### src/rtl/audio_codec_cfg_sequencer.sv
// Walks the fixed WM8731 init table through the I2C register writer, one 24-bit word per handshake.
// Optional feature macro CFG_RETRY_EN: NACKed or timed-out writes are retried up to MAX_RETRY extra times.
module audio_codec_cfg_sequencer #(
    parameter int          NUM_REGS       = 10,
    parameter logic [7:0]  SLAVE_ADDR     = 8'h34,
    parameter logic [15:0] STARTUP_CYCLES = 16'd1000,
    parameter logic [15:0] TIMEOUT_CYCLES = 16'd4095,
    parameter int          MAX_RETRY      = 2
) (
    input  logic        clk,
    input  logic        reset,
    input  logic        start,
    input  logic        i2c_done,
    input  logic        i2c_ack,
    output logic [23:0] i2c_data,
    output logic        i2c_go,
    output logic [3:0]  cfg_step,
    output logic        cfg_busy,
    output logic        cfg_done,
    output logic        cfg_error
);

`ifdef CFG_RETRY_EN
    localparam logic RETRY_EN = 1'b1;
`else
    localparam logic RETRY_EN = 1'b0;
`endif

    localparam logic [3:0] LAST_STEP = 4'(NUM_REGS - 1);
    localparam logic [3:0] RETRY_MAX = 4'(MAX_RETRY);

    typedef enum logic [2:0] {
        S_IDLE      = 3'd0,
        S_SETTLE    = 3'd1,
        S_LOAD      = 3'd2,
        S_GO        = 3'd3,
        S_WAIT_DONE = 3'd4,
        S_RELEASE   = 3'd5,
        S_DONE      = 3'd6,
        S_ERROR     = 3'd7
    } state_t;

    // Table word layout is {reg[6:0], data[8:0]}; unused indices read as zero.
    function automatic logic [15:0] cfg_word(input logic [3:0] idx);
        case (idx)
            4'd0:    cfg_word = 16'h0017;
            4'd1:    cfg_word = 16'h0217;
            4'd2:    cfg_word = 16'h0479;
            4'd3:    cfg_word = 16'h0679;
            4'd4:    cfg_word = 16'h0812;
            4'd5:    cfg_word = 16'h0A06;
            4'd6:    cfg_word = 16'h0C00;
            4'd7:    cfg_word = 16'h0E01;
            4'd8:    cfg_word = 16'h1000;
            4'd9:    cfg_word = 16'h1201;
            default: cfg_word = 16'h0000;
        endcase
    endfunction

    state_t      r_state;
    logic [15:0] r_cnt;
    logic [3:0]  r_retry;
    logic        r_nack;
    logic [3:0]  r_step;
    logic [23:0] r_data;
    logic        r_go;
    logic        r_busy;
    logic        r_done;
    logic        r_err;

    state_t      w_state_nxt;
    logic [15:0] w_cnt_nxt;
    logic [3:0]  w_retry_nxt;
    logic        w_nack_nxt;
    logic [3:0]  w_step_nxt;
    logic [23:0] w_data_nxt;
    logic        w_go_nxt;
    logic        w_busy_nxt;
    logic        w_done_nxt;
    logic        w_err_nxt;

    // State and registered outputs; i2c_go drops asynchronously with reset.
    always_ff @(posedge clk or negedge reset) begin
        if (!reset) begin
            r_state <= S_IDLE;
            r_cnt   <= 16'd0;
            r_retry <= 4'd0;
            r_nack  <= 1'b0;
            r_step  <= 4'd0;
            r_data  <= 24'h000000;
            r_go    <= 1'b0;
            r_busy  <= 1'b0;
            r_done  <= 1'b0;
            r_err   <= 1'b0;
        end else begin
            r_state <= w_state_nxt;
            r_cnt   <= w_cnt_nxt;
            r_retry <= w_retry_nxt;
            r_nack  <= w_nack_nxt;
            r_step  <= w_step_nxt;
            r_data  <= w_data_nxt;
            r_go    <= w_go_nxt;
            r_busy  <= w_busy_nxt;
            r_done  <= w_done_nxt;
            r_err   <= w_err_nxt;
        end
    end

    // Next-state and next-output decode; r_cnt is shared by settle, timeout and release timing.
    always_comb begin
        w_state_nxt = r_state;
        w_cnt_nxt   = r_cnt;
        w_retry_nxt = r_retry;
        w_nack_nxt  = r_nack;
        w_step_nxt  = r_step;
        w_data_nxt  = r_data;
        w_go_nxt    = r_go;
        w_busy_nxt  = r_busy;
        w_done_nxt  = r_done;
        w_err_nxt   = r_err;

        case (r_state)
            S_IDLE, S_DONE, S_ERROR: begin
                if (start) begin
                    w_state_nxt = S_SETTLE;
                    w_cnt_nxt   = 16'd0;
                    w_step_nxt  = 4'd0;
                    w_retry_nxt = 4'd0;
                    w_done_nxt  = 1'b0;
                    w_err_nxt   = 1'b0;
                    w_busy_nxt  = 1'b1;
                end else begin
                    w_state_nxt = r_state;
                end
            end
            S_SETTLE: begin
                if (r_cnt == (STARTUP_CYCLES - 16'd1)) begin
                    w_state_nxt = S_LOAD;
                    w_cnt_nxt   = 16'd0;
                end else begin
                    w_cnt_nxt = r_cnt + 16'd1;
                end
            end
            S_LOAD: begin
                w_data_nxt  = {SLAVE_ADDR, cfg_word(r_step)};
                w_go_nxt    = 1'b1;
                w_cnt_nxt   = 16'd0;
                w_state_nxt = S_GO;
            end
            S_GO: begin
                w_cnt_nxt   = r_cnt + 16'd1;
                w_state_nxt = S_WAIT_DONE;
            end
            S_WAIT_DONE: begin
                // A done arriving on the expiry cycle still wins; its ack decides.
                if (i2c_done) begin
                    w_nack_nxt  = i2c_ack;
                    w_go_nxt    = 1'b0;
                    w_cnt_nxt   = 16'd0;
                    w_state_nxt = S_RELEASE;
                end else if (r_cnt == (TIMEOUT_CYCLES - 16'd1)) begin
                    w_nack_nxt  = 1'b1;
                    w_go_nxt    = 1'b0;
                    w_cnt_nxt   = 16'd0;
                    w_state_nxt = S_RELEASE;
                end else begin
                    w_cnt_nxt = r_cnt + 16'd1;
                end
            end
            S_RELEASE: begin
                if (!i2c_done && (r_cnt != 16'd0)) begin
                    w_cnt_nxt = 16'd0;
                    if (!r_nack) begin
                        if (r_step == LAST_STEP) begin
                            w_state_nxt = S_DONE;
                            w_done_nxt  = 1'b1;
                            w_busy_nxt  = 1'b0;
                        end else begin
                            w_step_nxt  = r_step + 4'd1;
                            w_retry_nxt = 4'd0;
                            w_state_nxt = S_LOAD;
                        end
                    end else if (RETRY_EN && (r_retry < RETRY_MAX)) begin
                        w_retry_nxt = r_retry + 4'd1;
                        w_state_nxt = S_LOAD;
                    end else begin
                        w_state_nxt = S_ERROR;
                        w_err_nxt   = 1'b1;
                        w_busy_nxt  = 1'b0;
                    end
                end else begin
                    w_cnt_nxt = 16'd1;
                end
            end
            default: begin
                w_state_nxt = S_IDLE;
                w_go_nxt    = 1'b0;
                w_busy_nxt  = 1'b0;
            end
        endcase
    end

    assign i2c_data  = r_data;
    assign i2c_go    = r_go;
    assign cfg_step  = r_step;
    assign cfg_busy  = r_busy;
    assign cfg_done  = r_done;
    assign cfg_error = r_err;

endmodule

### config.mk
export PLATFORM = sky130hd
export DESIGN_NAME = audio_codec_cfg_sequencer
export DESIGN_NICKNAME = d
export VERILOG_FILES = /design/src/rtl/audio_codec_cfg_sequencer.sv
export SDC_FILE = /design/constraint.sdc
export NUM_CORES = 1
export LEC_CHECK = 0
export ABC_CLOCK_PERIOD_IN_PS = 4800
export BUFFER_PORTS_ARGS = -buffer_cell sky130_fd_sc_hd__buf_2
export CAP_MARGIN = 15
export CORE_ASPECT_RATIO = 1.25
export CORE_UTILIZATION = 50
export DETAILED_ROUTE_END_ITERATION = 8
export PLACE_DENSITY = 0.78
export SLEW_MARGIN = 10
export SYNTH_ARGS = -nofsm -noshare
export SYNTH_HDL_FRONTEND = slang
export SYNTH_SLANG_ARGS = --single-unit
### constraint.sdc
create_clock -name clk -period 4.8 [get_ports clk]
set_clock_uncertainty 0.2 [all_clocks]
set_input_delay 0.96 -clock clk [delete_from_list [all_inputs] [get_ports clk]]
set_output_delay 0.96 -clock clk [all_outputs]
set_load 0.02 [all_outputs]
# After elaboration in Yosys (flattened, before gate mapping)
# Memory sizes are Yosys's and may differ from the RTL's. A register that Yosys moved wholly into a read port is not among the register bits.
# Cells that the tools add are included.
# classes
reduce_logical	16
n_eq_ne	19
shift	0
order_cmp	0
div	0
bitwise_logic	0
muxes	37
mul	0
add_sub_neg	2
# ops
operator	n
$pmux 16 s6	1
$mux 16	4
$mux 3	7
$pmux 3 s6	1
$add 16x1->16 const B	1
$eq 16x10->1 const B	1
$eq 16x12->1 const B	1
$mux 4	4
$reduce_bool 16->1	1
$mux 1	15
$ne 2x2->1 const B	7
$eq 3x3->1 const B	4
$reduce_and 4->1	3
$reduce_and 5->1	2
$pmux 1 s2	4
$pmux 4 s2	1
$eq 3x2->1 const B	2
$ne 3x3->1 const B	2
$reduce_bool 2->1	3
$add 4x1->4 const B	1
$eq 4x4->1 const B	1
$reduce_and 2->1	2
$eq 3x1->1 const B	1
$logic_not 3->1	1
other kinds (3)	4
# totals
latchBits	0
regBits	45
n_memories	1
rom_bits	176
out_inout_bits	32
in_bits	5
mem_bits_rw	0
# mem_list
name	depth	word_bits	rd	rd_clocked_by_memory_dff	write_ports	line_no	text
(no name shown)	16	11	1	1	0	45	case (idx)

# Logic depth before layout (Yosys ltp)
# depth
word_depth	5
mapped_depth	8

# Worst setup path before layout
# Ideal clock, no wire load.
# synth_path
path_kind	input port to flip-flop
start	input port start
end	register r_cnt[11]
stages	5
setup_ns	0.083
arrival_ns	1.940
path_slack_ns	2.577
required_ns	4.517
path_cell_list	clkbuf_1 > a21oi_1 > clkbuf_1 > nand2_1 > o21ai_0
# synth_between
elab_chain_cells	1
# synth_lines
item	line_no	text
start, declared	12	input logic start,
$ne 2x2->1 (no line)	--	
end signal, assigned	97	r_cnt <= w_cnt_nxt;
end, declared	61	logic [15:0] r_cnt;
# Every way passes these cells.
# A chain may end at the register's enable or synchronous reset.

# Worst setup path in the final report
# layout_path
start	register r_cnt[11]
end	register r_cnt[9]
# layout_between
elab_chain_cells	4
elab_cells_between_ends	6
# layout_lines
item	line_no	text
$eq 16x12->1	161	end else if (r_cnt == (TIMEOUT_CYCLES - 16'd1)) begin
$mux 16	161	
$mux 16	156	if (i2c_done) begin
$pmux 16 s6 (*)	122	case (r_state)
# Every way passes the cells marked *; elsewhere a longest branch is shown, timed or not.

==> summary.md <==
| Metric | Value |
|---|---|
| Share of flip-flops with an asynchronous set or reset | between 90% and 100% |
| Drt via density | 5.60 |
| Yosys top cell area share | about 41% |
| Vias in the first global route | between 1500 and 2000 |
| Worst Hold Class | flop to flop |
| Worst rel slew slack | 43.6% |
| FF+latch area | approximately 950 µm² |
| CP max FO | 11 |
| Status | finished, final reports clean |
| Largest delay share family, worst path | simple AND/OR/NAND/NOR gates |
| Largest net degree at the start of global routing | 39 |
| Initial antenna violation count | 0 |
| Core footprint | about 4400 µm² |
| Buf/Inv on CP | 0 |
| Root buf cell | clkbuf_8 |
| Commonest non-fill, non-tap cell in the layout | nand2_1 |
| Placer congestion estimate | between 0.8 and 0.9 |
| Syn Inst Count | 274 |
| Critical hold path startpoint | i2c_data[12] |
| ANT nets after route | 0 |
| Primary FF master, synth | dfrtp_1 |
| PnR worst setup slack | 2.35 ns |
| Fill cells | 417 |
| Final Max Tran Viols | 0 |
| Initial DRC Count | between 100 and 150 |
| Ranking of synthesized cells by area | dfrtp_1 (41%), nand2_1 (8.8%), buf_4 (4.9%) |
| Hold Buf Count CTS | 0 |
| Hold Path Sink | i2c_data[12] |
| Seq/Total Area, Yosys | slightly above 40% |
| GRT Total Usage | between 20 and 25% |
| Synth-to-layout area growth | 6.53% |
| CP Class | flop to flop |
| Area of the multi-input gates | around 1200 µm² |
| Num CTS Buffers | 5 |
| Worst flop-to-flop path startpoint | r_cnt[11] |
| Initial Util | 52.0% |
| Post-Synthesis Cell Area | 2300 µm² |
| Worst setup EP type | flop |
| Fin Setup TNS | 0 ns |
| Setup crit start kind | flop |
| R2R Setup Slk | 2.35 ns |
| I/O pin count | 37 |
| Leakage | around 1.1 nW |
| Pwr dens | 475 nW/µm² |
| H-tree Lvls | 2 |
| Hold depth | 2 |
| TritonCTS clock tree | done |
| DR WL/cell | around 14 µm |
| Detailed-route DRC error count | 0 |
| Max VDD drop | about 0.15 mV |
| Post-route clock period utilization | about half |
| Worst Tran Pin Value | 0.846 ns |
| Routed wire length | 4870 µm |
| Critical Path RT | around 4.8 ns |
| Max stage delay on crit path | between 0.5 and 0.6 ns |
| Crit-path cells | nor4_1 > nand2_1 > o31a_1 > nor2_2 > o21ai_0 |
| Post-CTS Setup Bufs | 0 |
| Hpwl dp | about 3500 µm |
| CTS sink cnt | 38 |
| Routed via count | just under 2000 |
| RSZ-0062 raised after global routing | no |
| Horiz. Die Dim | between 60 and 70 µm |
| FMAX | around 400 MHz |
| Number of port buffers | 26 |
| Design area | 2450 µm² |
| CTS max path bufs | 2 |
| Pre-CTS setup slack | 2.42 ns |
| Insertion delay to the later sink of the worst-skew pair | approximately 0.29 ns |
| DP Area | between 2000 and 2500 µm² |
| Final Hold Fails | 0 |
| Fin nets | 301 |
| Die Area | around 4900 µm² |
| ANT cells | 0 |
| FF-to-FF path depth | 5 |
| Final setup fails | 0 |
| R2r endpoint | r_cnt[9] |
| Synth cell types | between 40 and 50 |
| Die Y | between 70 and 80 µm |
| First-pass GRT wire length | between 8000 and 9000 µm |
| Slowest-stage cell, CP | nor4_1 |
| Synthesized flop and latch total | 38 |
| CTS resizes | 0 |
| Max Cap Violations | 0 |
| Layout cell share with drive strength beyond 1 | 13.9% |
| Worst path arrival time | around 2.4 ns |
| Std cell rows | 27 |
| Tot Pwr | roughly 1.2 mW |
| Leading area contributor after synthesis | dfrtp_1 |
| Minimum clock period | roughly 2.4 ns |
| Yosys warns | 0 |
| Clk pin slew, worst setup/hold paths | about 0.07 ns |
| Number of synthesized flops with an enable pin | 0 |
| Total global routing overflow | 0 |
| Most frequent cells in the layout | nand2_1 (54), dfrtp_1 (38), buf_2 (26) |
| Initial DRT Pass Iterations | 5 |
| Avg Synthesized Cell Area | 8.39 µm² |
per-stage QoR:
step / std cells / utilization [%] / hold slack [ns]
after global routing: 346 / 55.4 / 0.313
after global placement: 339 / 53.6 / 0.254
final: 346 / 55.4 / 0.271
after CTS: 346 / 55.4 / 0.276
after detailed placement: 339 / 53.6 / 0.257
after floorplan: 283 / - / 0.285
state kept, by name (all words and copies together), names as in the netlist:
| register | flops |
|---|---|
| r_state | 3 |
| i2c_data | 10 |
| cfg_error | 1 |
| r_cnt | 16 |
| cfg_done | 1 |
| cfg_busy | 1 |
| cfg_step | 4 |
| i2c_go | 1 |
| r_nack | 1 |
synth_stat cells (all sizes together), types with 5 or more instances:
library cell / count
o21ai: 17
nand2: 54
nor2: 17
o31ai: 5
a21oi: 10
inv: 12
ha: 8
nor4: 6
clkbuf: 11
dfrtp: 38
nor3: 6
buf: 19
o22ai: 8
nand4: 5
nand3: 11
worst max-delay path by stage:
stage	cells past startpoint	slack, ns	endpoint	startpoint
floorplan	5	2.58	r_cnt[11]	start
global route	5	2.17	r_cnt[0]	r_cnt[11]
finish	5	2.35	r_cnt[9]	r_cnt[11]
global placement	5	2.44	cfg_step[3]	i2c_done
CTS	5	2.40	r_cnt[9]	r_cnt[11]
detailed placement	5	2.42	r_cnt[9]	r_cnt[11]
power by group:
| group | internal [mW] | switching (mW) |
|---|---|---|
| combinational | 0.165 | 0.299 |
| sequential | 0.395 | 0.0956 |
| clock | 0.0975 | 0.112 |
cell families (layout without fill, tap and decap cells):
logic type	after synthesis	count (layout)	synth area share [%]
fa+ha+maj	8	8	4.35
buf+inv	42	47	9.79
flops	38	38	41.3
compound gates	61	61	17.5
simple gates	120	120	25.3
other cells	1	10	0.163
xor+xnor	4	4	1.52
final cells by class:
| class | instances | share of cell area, % |
|---|---|---|
| timing repair buffer | 28 | 5.92 |
| multi-input combinational | 203 | 47.2 |
| clock buffer | 5 | 2.81 |
| clock inverter | 2 | 0.409 |
| inverter | 12 | 1.84 |
| tap | 58 | 2.96 |
| sequential | 38 | 38.8 |
layer usage:
metal	global-route usage, %	part of all wire [%]	vias up
met4	10.2	1.7	0
met5	0	0	-
met3	4.56	4.4	7
li1	-	-	965
met2	39.5	52	63
met1	25.8	42	903
tightest hold or removal path: stages, from the launching register on:
cell	delay, ns
dfrtp_1	0.34
nand2_1	0.05
o41ai_1	0.05
Power figures use the tool's default switching activity.
